`config.mk`:
```
export PLATFORM = sky130hd
export DESIGN_NAME = mac_vec_pipe_flat
export DESIGN_NICKNAME = d
export VERILOG_FILES = /design/src/rtl/mac_vec_pipe_pkg.sv /design/src/rtl/mac_vec_pipe_if.sv /design/src/rtl/mac_vec_pipe_adder_tree.sv /design/src/rtl/mac_vec_pipe.sv /design/src/flat_wrapper.sv
export SDC_FILE = /design/constraint.sdc
export NUM_CORES = 2
export LEC_CHECK = 0
export CORE_MARGIN = 8
export CORE_UTILIZATION = 35
export DETAILED_ROUTE_END_ITERATION = 16
export PLACE_DENSITY = 0.5
export SYNTH_ARGS = -nofsm -noshare
export SYNTH_HDL_FRONTEND = slang
export SYNTH_SLANG_ARGS = --single-unit
```
`constraint.sdc`:
```
create_clock -name clk -period 6.91 [get_ports clk]
set_input_delay 1.382 -clock clk [delete_from_list [all_inputs] [get_ports clk]]
set_output_delay 1.382 -clock clk [all_outputs]
set_load 0.01 [all_outputs]
```
`src/rtl/mac_vec_pipe_pkg.sv`:
```
// mac_pkg: shared accumulate-mode encoding and requantisation helper for the MAC pipeline
package mac_pkg;
  typedef enum logic [1:0] {
    ACC_ZERO     = 2'd0,
    ACC_PSUM     = 2'd1,
    ACC_INTERNAL = 2'd2
  } acc_mode_e;
  function automatic logic signed [63:0] sat_shift(input logic signed [63:0] acc, input int shift, input int out_w);
    logic signed [63:0] sh, hi, lo;
    sh = acc >>> shift;
    hi = (64'sd1 <<< (out_w - 1)) - 64'sd1;
    lo = -hi - 64'sd1;
    return sh > hi ? hi : sh < lo ? lo : sh;
  endfunction
endpackage

```
`src/rtl/mac_vec_pipe_if.sv`:
```
// mac_vec_pipe_if: operand/psum/tag input beat and raw/requantised output beat with valid/ready
interface mac_vec_pipe_if
  import mac_pkg::*;
#(
  parameter int K         = 3,
  parameter int A_WIDTH   = 16,
  parameter int B_WIDTH   = 16,
  parameter int ACC_WIDTH = 32,
  parameter int OUT_WIDTH = 16,
  parameter int TAG_WIDTH = 20
);
  logic                        in_valid;
  logic                        in_ready;
  logic [K*A_WIDTH-1:0]        a;
  logic [K*B_WIDTH-1:0]        b;
  acc_mode_e                   acc_mode;
  logic signed [ACC_WIDTH-1:0] psum_in;
  logic                        last;
  logic [TAG_WIDTH-1:0]        tag_in;
  logic                        out_valid;
  logic                        out_ready;
  logic signed [ACC_WIDTH-1:0] acc_out;
  logic signed [OUT_WIDTH-1:0] q_out;
  logic [TAG_WIDTH-1:0]        tag_out;
  modport master (
    output in_valid, a, b, acc_mode, psum_in, last, tag_in, out_ready,
    input  in_ready, out_valid, acc_out, q_out, tag_out
  );
  modport slave (
    input  in_valid, a, b, acc_mode, psum_in, last, tag_in, out_ready,
    output in_ready, out_valid, acc_out, q_out, tag_out
  );
endinterface

```
`src/rtl/mac_vec_pipe_adder_tree.sv`:
```
// mac_adder_tree: registered signed reduction of K products, widened by clog2(K) so it never overflows
module mac_adder_tree #(
  parameter int K    = 3,
  parameter int IN_W = 32
) (
  input  logic                                 clk,
  input  logic                                 rst_n,
  input  logic                                 en_i,
  input  logic [K*IN_W-1:0]                    in_i,
  output logic signed [IN_W+$clog2(K)-1:0]     sum_o
);
  localparam int OW = IN_W + $clog2(K);
  logic signed [OW-1:0] sum_d, sum_q;
  always_comb begin
    sum_d = '0;
    for (int i = 0; i < K; i++) sum_d = sum_d + OW'($signed(in_i[i*IN_W +: IN_W]));
  end
  always_ff @(posedge clk or negedge rst_n)
    if (!rst_n) sum_q <= '0;
    else if (en_i) sum_q <= sum_d;
  assign sum_o = sum_q;
endmodule

```
`src/rtl/mac_vec_pipe.sv`:
```
// mac_vec_pipe: 4-stage K-tap signed dot-product MAC with accumulate modes, tag sideband and requantised output
module mac_vec_pipe
  import mac_pkg::*;
#(
  parameter int K         = 3,
  parameter int A_WIDTH   = 16,
  parameter int B_WIDTH   = 16,
  parameter int ACC_WIDTH = 32,
  parameter int OUT_WIDTH = 16,
  parameter int OUT_SHIFT = 0,
  parameter int TAG_WIDTH = 20
) (
  input logic           clk,
  input logic           arst_n_in,
  mac_vec_pipe_if.slave bus
);
  localparam int PW = A_WIDTH + B_WIDTH;
  localparam int SW = PW + $clog2(K);
  logic                        stall;
  logic                        v1_q, v2_q, v3_q, ov_q;
  logic [K*A_WIDTH-1:0]        a1_q;
  logic [K*B_WIDTH-1:0]        b1_q;
  acc_mode_e                   m1_q, m2_q, m3_q;
  logic                        l1_q, l2_q, l3_q;
  logic [TAG_WIDTH-1:0]        t1_q, t2_q, t3_q, tag_q;
  logic [K*PW-1:0]             p2_d, p2_q;
  logic signed [SW-1:0]        sum3;
  logic signed [ACC_WIDTH-1:0] base, acc_d, acc_q, acc_out_q;
  logic signed [OUT_WIDTH-1:0] q_d, q_q;
  // a held output freezes every stage, so beats never overtake or drop
  assign stall        = ov_q && !bus.out_ready;
  assign bus.in_ready = !stall;
  always_comb begin
    p2_d = '0;
    for (int i = 0; i < K; i++)
      p2_d[i*PW +: PW] = PW'($signed(a1_q[i*A_WIDTH +: A_WIDTH])) * PW'($signed(b1_q[i*B_WIDTH +: B_WIDTH]));
  end
  mac_adder_tree #(.K(K), .IN_W(PW)) u_tree (
    .clk(clk), .rst_n(arst_n_in), .en_i(!stall), .in_i(p2_q), .sum_o(sum3)
  );
  always_comb begin
    base  = m3_q == ACC_PSUM ? bus.psum_in : m3_q == ACC_INTERNAL ? acc_q : '0;
    acc_d = base + ACC_WIDTH'(sum3);
    q_d   = OUT_WIDTH'(sat_shift(64'(acc_d), OUT_SHIFT, OUT_WIDTH));
  end
  always_ff @(posedge clk or negedge arst_n_in)
    if (!arst_n_in) begin
      {v1_q, v2_q, v3_q, ov_q} <= '0;
      {a1_q, b1_q, p2_q}       <= '0;
      {m1_q, m2_q, m3_q}       <= {ACC_ZERO, ACC_ZERO, ACC_ZERO};
      {l1_q, l2_q, l3_q}       <= '0;
      {t1_q, t2_q, t3_q}       <= '0;
      {acc_q, acc_out_q}       <= '0;
      q_q                      <= '0;
      tag_q                    <= '0;
    end else if (!stall) begin
      v1_q <= bus.in_valid;
      a1_q <= bus.a;
      b1_q <= bus.b;
      m1_q <= bus.acc_mode;
      l1_q <= bus.last;
      t1_q <= bus.tag_in;
      {v2_q, m2_q, l2_q, t2_q, p2_q} <= {v1_q, m1_q, l1_q, t1_q, p2_d};
      {v3_q, m3_q, l3_q, t3_q}       <= {v2_q, m2_q, l2_q, t2_q};
      if (v3_q) acc_q <= acc_d;
      // not stalled means any shown output was taken, so out_valid follows the S4 beat
      ov_q <= v3_q && l3_q;
      if (v3_q && l3_q) begin
        acc_out_q <= acc_d;
        q_q       <= q_d;
        tag_q     <= t3_q;
      end
    end
  assign bus.out_valid = ov_q;
  assign bus.acc_out   = acc_out_q;
  assign bus.q_out     = q_q;
  assign bus.tag_out   = tag_q;
endmodule

```
`src/flat_wrapper.sv`:
```
// flat-port wrapper written by rule: the top's interface ports become plain ports
module mac_vec_pipe_flat import mac_pkg::*;
#(
  parameter int K         = 3,
  parameter int A_WIDTH   = 16,
  parameter int B_WIDTH   = 16,
  parameter int ACC_WIDTH = 32,
  parameter int OUT_WIDTH = 16,
  parameter int OUT_SHIFT = 0,
  parameter int TAG_WIDTH = 20
)
  (clk, arst_n_in, bus_in_valid, bus_a, bus_b, bus_acc_mode, bus_psum_in, bus_last, bus_tag_in, bus_out_ready, bus_in_ready, bus_out_valid, bus_acc_out, bus_q_out, bus_tag_out);
  mac_vec_pipe_if #(.K(K), .A_WIDTH(A_WIDTH), .B_WIDTH(B_WIDTH), .ACC_WIDTH(ACC_WIDTH), .OUT_WIDTH(OUT_WIDTH), .TAG_WIDTH(TAG_WIDTH)) bus_i ();
  input logic clk;
  input logic arst_n_in;
  input wire logic [$bits(bus_i.in_valid)-1:0] bus_in_valid;
  input wire logic [$bits(bus_i.a)-1:0] bus_a;
  input wire logic [$bits(bus_i.b)-1:0] bus_b;
  input wire logic [$bits(bus_i.acc_mode)-1:0] bus_acc_mode;
  input wire logic [$bits(bus_i.psum_in)-1:0] bus_psum_in;
  input wire logic [$bits(bus_i.last)-1:0] bus_last;
  input wire logic [$bits(bus_i.tag_in)-1:0] bus_tag_in;
  input wire logic [$bits(bus_i.out_ready)-1:0] bus_out_ready;
  output wire logic [$bits(bus_i.in_ready)-1:0] bus_in_ready;
  output wire logic [$bits(bus_i.out_valid)-1:0] bus_out_valid;
  output wire logic [$bits(bus_i.acc_out)-1:0] bus_acc_out;
  output wire logic [$bits(bus_i.q_out)-1:0] bus_q_out;
  output wire logic [$bits(bus_i.tag_out)-1:0] bus_tag_out;
  assign bus_i.in_valid = bus_in_valid;
  assign bus_i.a = bus_a;
  assign bus_i.b = bus_b;
  assign bus_i.acc_mode = bus_acc_mode;
  assign bus_i.psum_in = bus_psum_in;
  assign bus_i.last = bus_last;
  assign bus_i.tag_in = bus_tag_in;
  assign bus_i.out_ready = bus_out_ready;
  assign bus_in_ready = bus_i.in_ready;
  assign bus_out_valid = bus_i.out_valid;
  assign bus_acc_out = bus_i.acc_out;
  assign bus_q_out = bus_i.q_out;
  assign bus_tag_out = bus_i.tag_out;
  mac_vec_pipe #(.K(K), .A_WIDTH(A_WIDTH), .B_WIDTH(B_WIDTH), .ACC_WIDTH(ACC_WIDTH), .OUT_WIDTH(OUT_WIDTH), .OUT_SHIFT(OUT_SHIFT), .TAG_WIDTH(TAG_WIDTH)) u_core (.clk(clk), .arst_n_in(arst_n_in), .bus(bus_i));
endmodule
```
==> results.md <==
- Final setup skew: about 0.057 ns
- Hold_buf cts: 0
- # clock sinks: 397
- Routability cong.: 0.8484
- Die area: 149,000 µm²
- Required @ worst endpoint: 7.36 ns
- Synth top area share: between 30% and 40%
- YS warnings: 0
- Layout Nets: 6,683
- Critical Path AT: between 7 and 8 ns
- DRT antenna net count: 0
- Worst slew pin tran: between 1 and 1.5 ns
- Cells after synthesis: about 5.2k
- Max stage delay on crit path: 0.55 ns
- CP Cell Sequence: and2_1 -> fa_1 -> inv_1 -> fa_1 -> fa_1 -> inv_1 -> fa_1 -> fa_1 -> inv_1 -> fa_1 -> inv_1 -> ha_1 -> nand4_1 -> nor3_1 -> nor4_1 -> o21ai_0 -> a31oi_1 -> nor2_1 -> o41ai_1 -> xor2_1 -> o21ai_0
- Met1 usage: 24.47%
- Vias: about 35k
- Synthesized Nets: 6,504
- DIE HEIGHT: 386.1 µm
- Worst path depth: 21
- GRT overflow: 0
- First-pass GRT wire length: between 200,000 and 250,000 µm
- Worst slew margin: 30.35%
- Crit start category: register
- Initial antenna violation count: 3
- Crit Path Max Fanout: 11
- Initial core utilization: a little over a third
- Area grow syn2layout: 13.54%
- GR Layer Usage met2: 29.54%
- Clock Tree Buf Depth: 3
- TritonCTS Buffers: between 50 and 60
- WL/cell: about 18 µm
- Layout cells sized above 1: 5.014%
- Port bufs: 224
- Crit Path Category: register to register
- DRT Wirelength: 128,400 µm
- CP endpoint kind: register
- CTS tree: yes
- # Max-Cap Violations: 0
- Iter 0 DRT Violations: 1,892
- Vias/cell: ~4.8
- Die Wd: roughly 390 µm
- Synth async-reset ratio: 100.0%
- Clock-pin slew on the worst setup and hold paths: about 0.070 ns
- Residual DRC: 0
- Top_reg_cell synth: dfrtp_1
- Largest cells by area after synthesis: fa_1 (34%), dfrtp_1 (21%), nand2_1 (9.0%)
- Root Buffer: clkbuf_16
- R2R depth: 21
- Avg Cell Area, Syn: 9.177 µm²
- Register area share after synthesis: 20.73%
- Final core utilization: 40.12%
- Crit-path most repeated cell: fa_1
- Netlist cell types: 78
- Floorplan row count: 135
- I/O pins: 225
- Largest net degree at the start of global routing: between 150 and 200
- CTS H-tree depth: 2
- GRT Total Usage: between 10% and 20%
- Post-synth top area cell: fa_1
- Status: completed
- Pins over their slew limit: 0
- Yosys reg bits: 397
- Fill count: 13.72k
- Fin crit share: 95.10%
- GRT Max-Usage Layer: met2
- DP Wirelength: 103,800 µm
- RSZ-0062 raised after global routing: no
- Number of global-route vias before repair: between 30k and 40k
- # resized after CTS: 0
- TritonRoute pass-1 iters: 5
- Buffer count from post-CTS setup fixing: 0
- Max stage delay cell, worst path: dfrtp_1
- Number of synthesized flops with an enable pin: 0
- HP Class: register to register
- Core region area: 135,600 µm²
- Min Tclk post-route: 6.572 ns
- Setup violations, final: 0
- Sum of negative setup slack: 0 ns
- Hold path depth: 2
- Cell Area, Synth: 47,930 µm²
- Hold Fails Final Rpt: 0
- Fmax: 152.2 MHz
- Met3 Resource Use GR: between 1.5 and 2%
- Worst-Skew Late Latency: 0.66 ns
- Delay-heaviest family, CP: adder cells
- Hold Slack: approximately 0.46 ns
- Buf/Inv on CP: 4
[cell usage after synthesis, drive strengths merged, types with 23 or more instances]
library cell / count
xor2: 58
nor2: 152
o21ai: 163
a21o: 55
nand2b: 27
a211oi: 26
o211ai: 23
nand2: 1149
clkbuf: 197
nor3: 29
dfrtp: 397
fa: 819
a22o: 32
nand3: 27
xnor2: 88
and2: 377
ha: 307
a21oi: 145
inv: 882
[sequential cells by signal, indices dropped and copies added (netlist names)]
signal	cells
u_core.p2_q	96
u_core.a1_q	48
u_core.b1_q	48
u_core.acc_q	32
u_core.bus.acc_out	32
u_core.u_tree.sum_o	32
u_core.bus.tag_out	20
u_core.t1_q	20
u_core.t2_q	20
u_core.t3_q	20
u_core.bus.q_out	16
u_core.m1_q	2
u_core.m2_q	2
u_core.m3_q	2
u_core.bus.out_valid	1
u_core.l1_q	1
u_core.l2_q	1
u_core.l3_q	1
u_core.v1_q	1
u_core.v2_q	1
u_core.v3_q	1
[placed cells by master, fill, tap and decap left out, drive strengths merged, types with 26 or more instances in the layout]
master and count:
nand2 1149, inv 888, fa 819, dfrtp 397
and2 377, ha 307, clkdlybuf4s50 223, o21ai 163
nor2 152, a21oi 145, buf 113, xnor2 88
clkbuf 70, xor2 58, a21o 55, a22o 32
nor3 29, nand2b 27, nand3 27, a211oi 26
[path summary, 6_finish.rpt]
check	from	to	slack (ns)
max reg2reg	u_core.a1_q[8]	u_core.p2_q[25]	0.34
max	u_core.a1_q[8]	u_core.p2_q[25]	0.34
max in group asynchronous	arst_n_in	u_core.b1_q[39]	4.76
min reg2reg	u_core.t3_q[7]	u_core.bus.tag_out[7]	0.46
min in group asynchronous	arst_n_in	u_core.bus.tag_out[9]	0.73
min	u_core.t3_q[7]	u_core.bus.tag_out[7]	0.46
[layer usage]
metal  part of all wire [%]  routed length (µm)  up-vias
li1                       -                   -    16390
met1                     46               59370    17470
met2                     48               61160      535
met3                    3.7                4792      137
met4                    2.4                3126        0
met5                      0                   0        -
[through the flow]
stage          instance area, µm²  cells  setup slack [ns]
2_1_floorplan               47930   5223            0.5459
3_3_place_gp                52500   7129            0.2566
3_5_place_dp                52500   7129            0.1395
4_1_cts                     54360   7226           0.05318
5_1_grt                     54410   7226          0.006970
6_report                    54420   7228            0.3384
[kinds of logic after synthesis]
logic type | Yosys count | synth area share [%]
and+or+nand+nor | 1866 | 17.52
adders and majority gates | 1126 | 42.22
buffers and inverters | 1093 | 8.609
AOI/OAI and AO/OA | 577 | 7.813
DFF | 397 | 20.73
xor gates and xnor gates | 146 | 2.684
muxes | 18 | 0.4229
[area by class of cell]
| class | count | area (µm²) | share of cell area [%] |
|---|---|---|---|
| clock inverter | 27 | 392.9 | 0.7219 |
| clock buffer | 70 | 1469 | 2.699 |
| multi-input combinational | 3733 | 33930 | 62.34 |
| tap | 1781 | 2228 | 4.095 |
| inverter | 882 | 3318 | 6.097 |
| antenna | 2 | 5.005 | 0.009197 |
| sequential | 397 | 9956 | 18.29 |
| timing repair buffer | 336 | 3126 | 5.743 |
[worst register-to-register path, delay by kind of cell, from the launching register on]
kind / cells / cell delay (ns)
AO/OA/AOI/OAI: 4 / 1.16
XOR/XNOR: 1 / 0.17
adder cells (fa/ha/maj): 7 / 3.27
buffers and inverters: 4 / 0.20
flip-flops: 1 / 0.55
AND/OR/NAND/NOR: 5 / 1.03
Power is left out: the tool's default activity adds up to more than one toggle a clock period on the data nets, which glitch-free logic cannot reach.
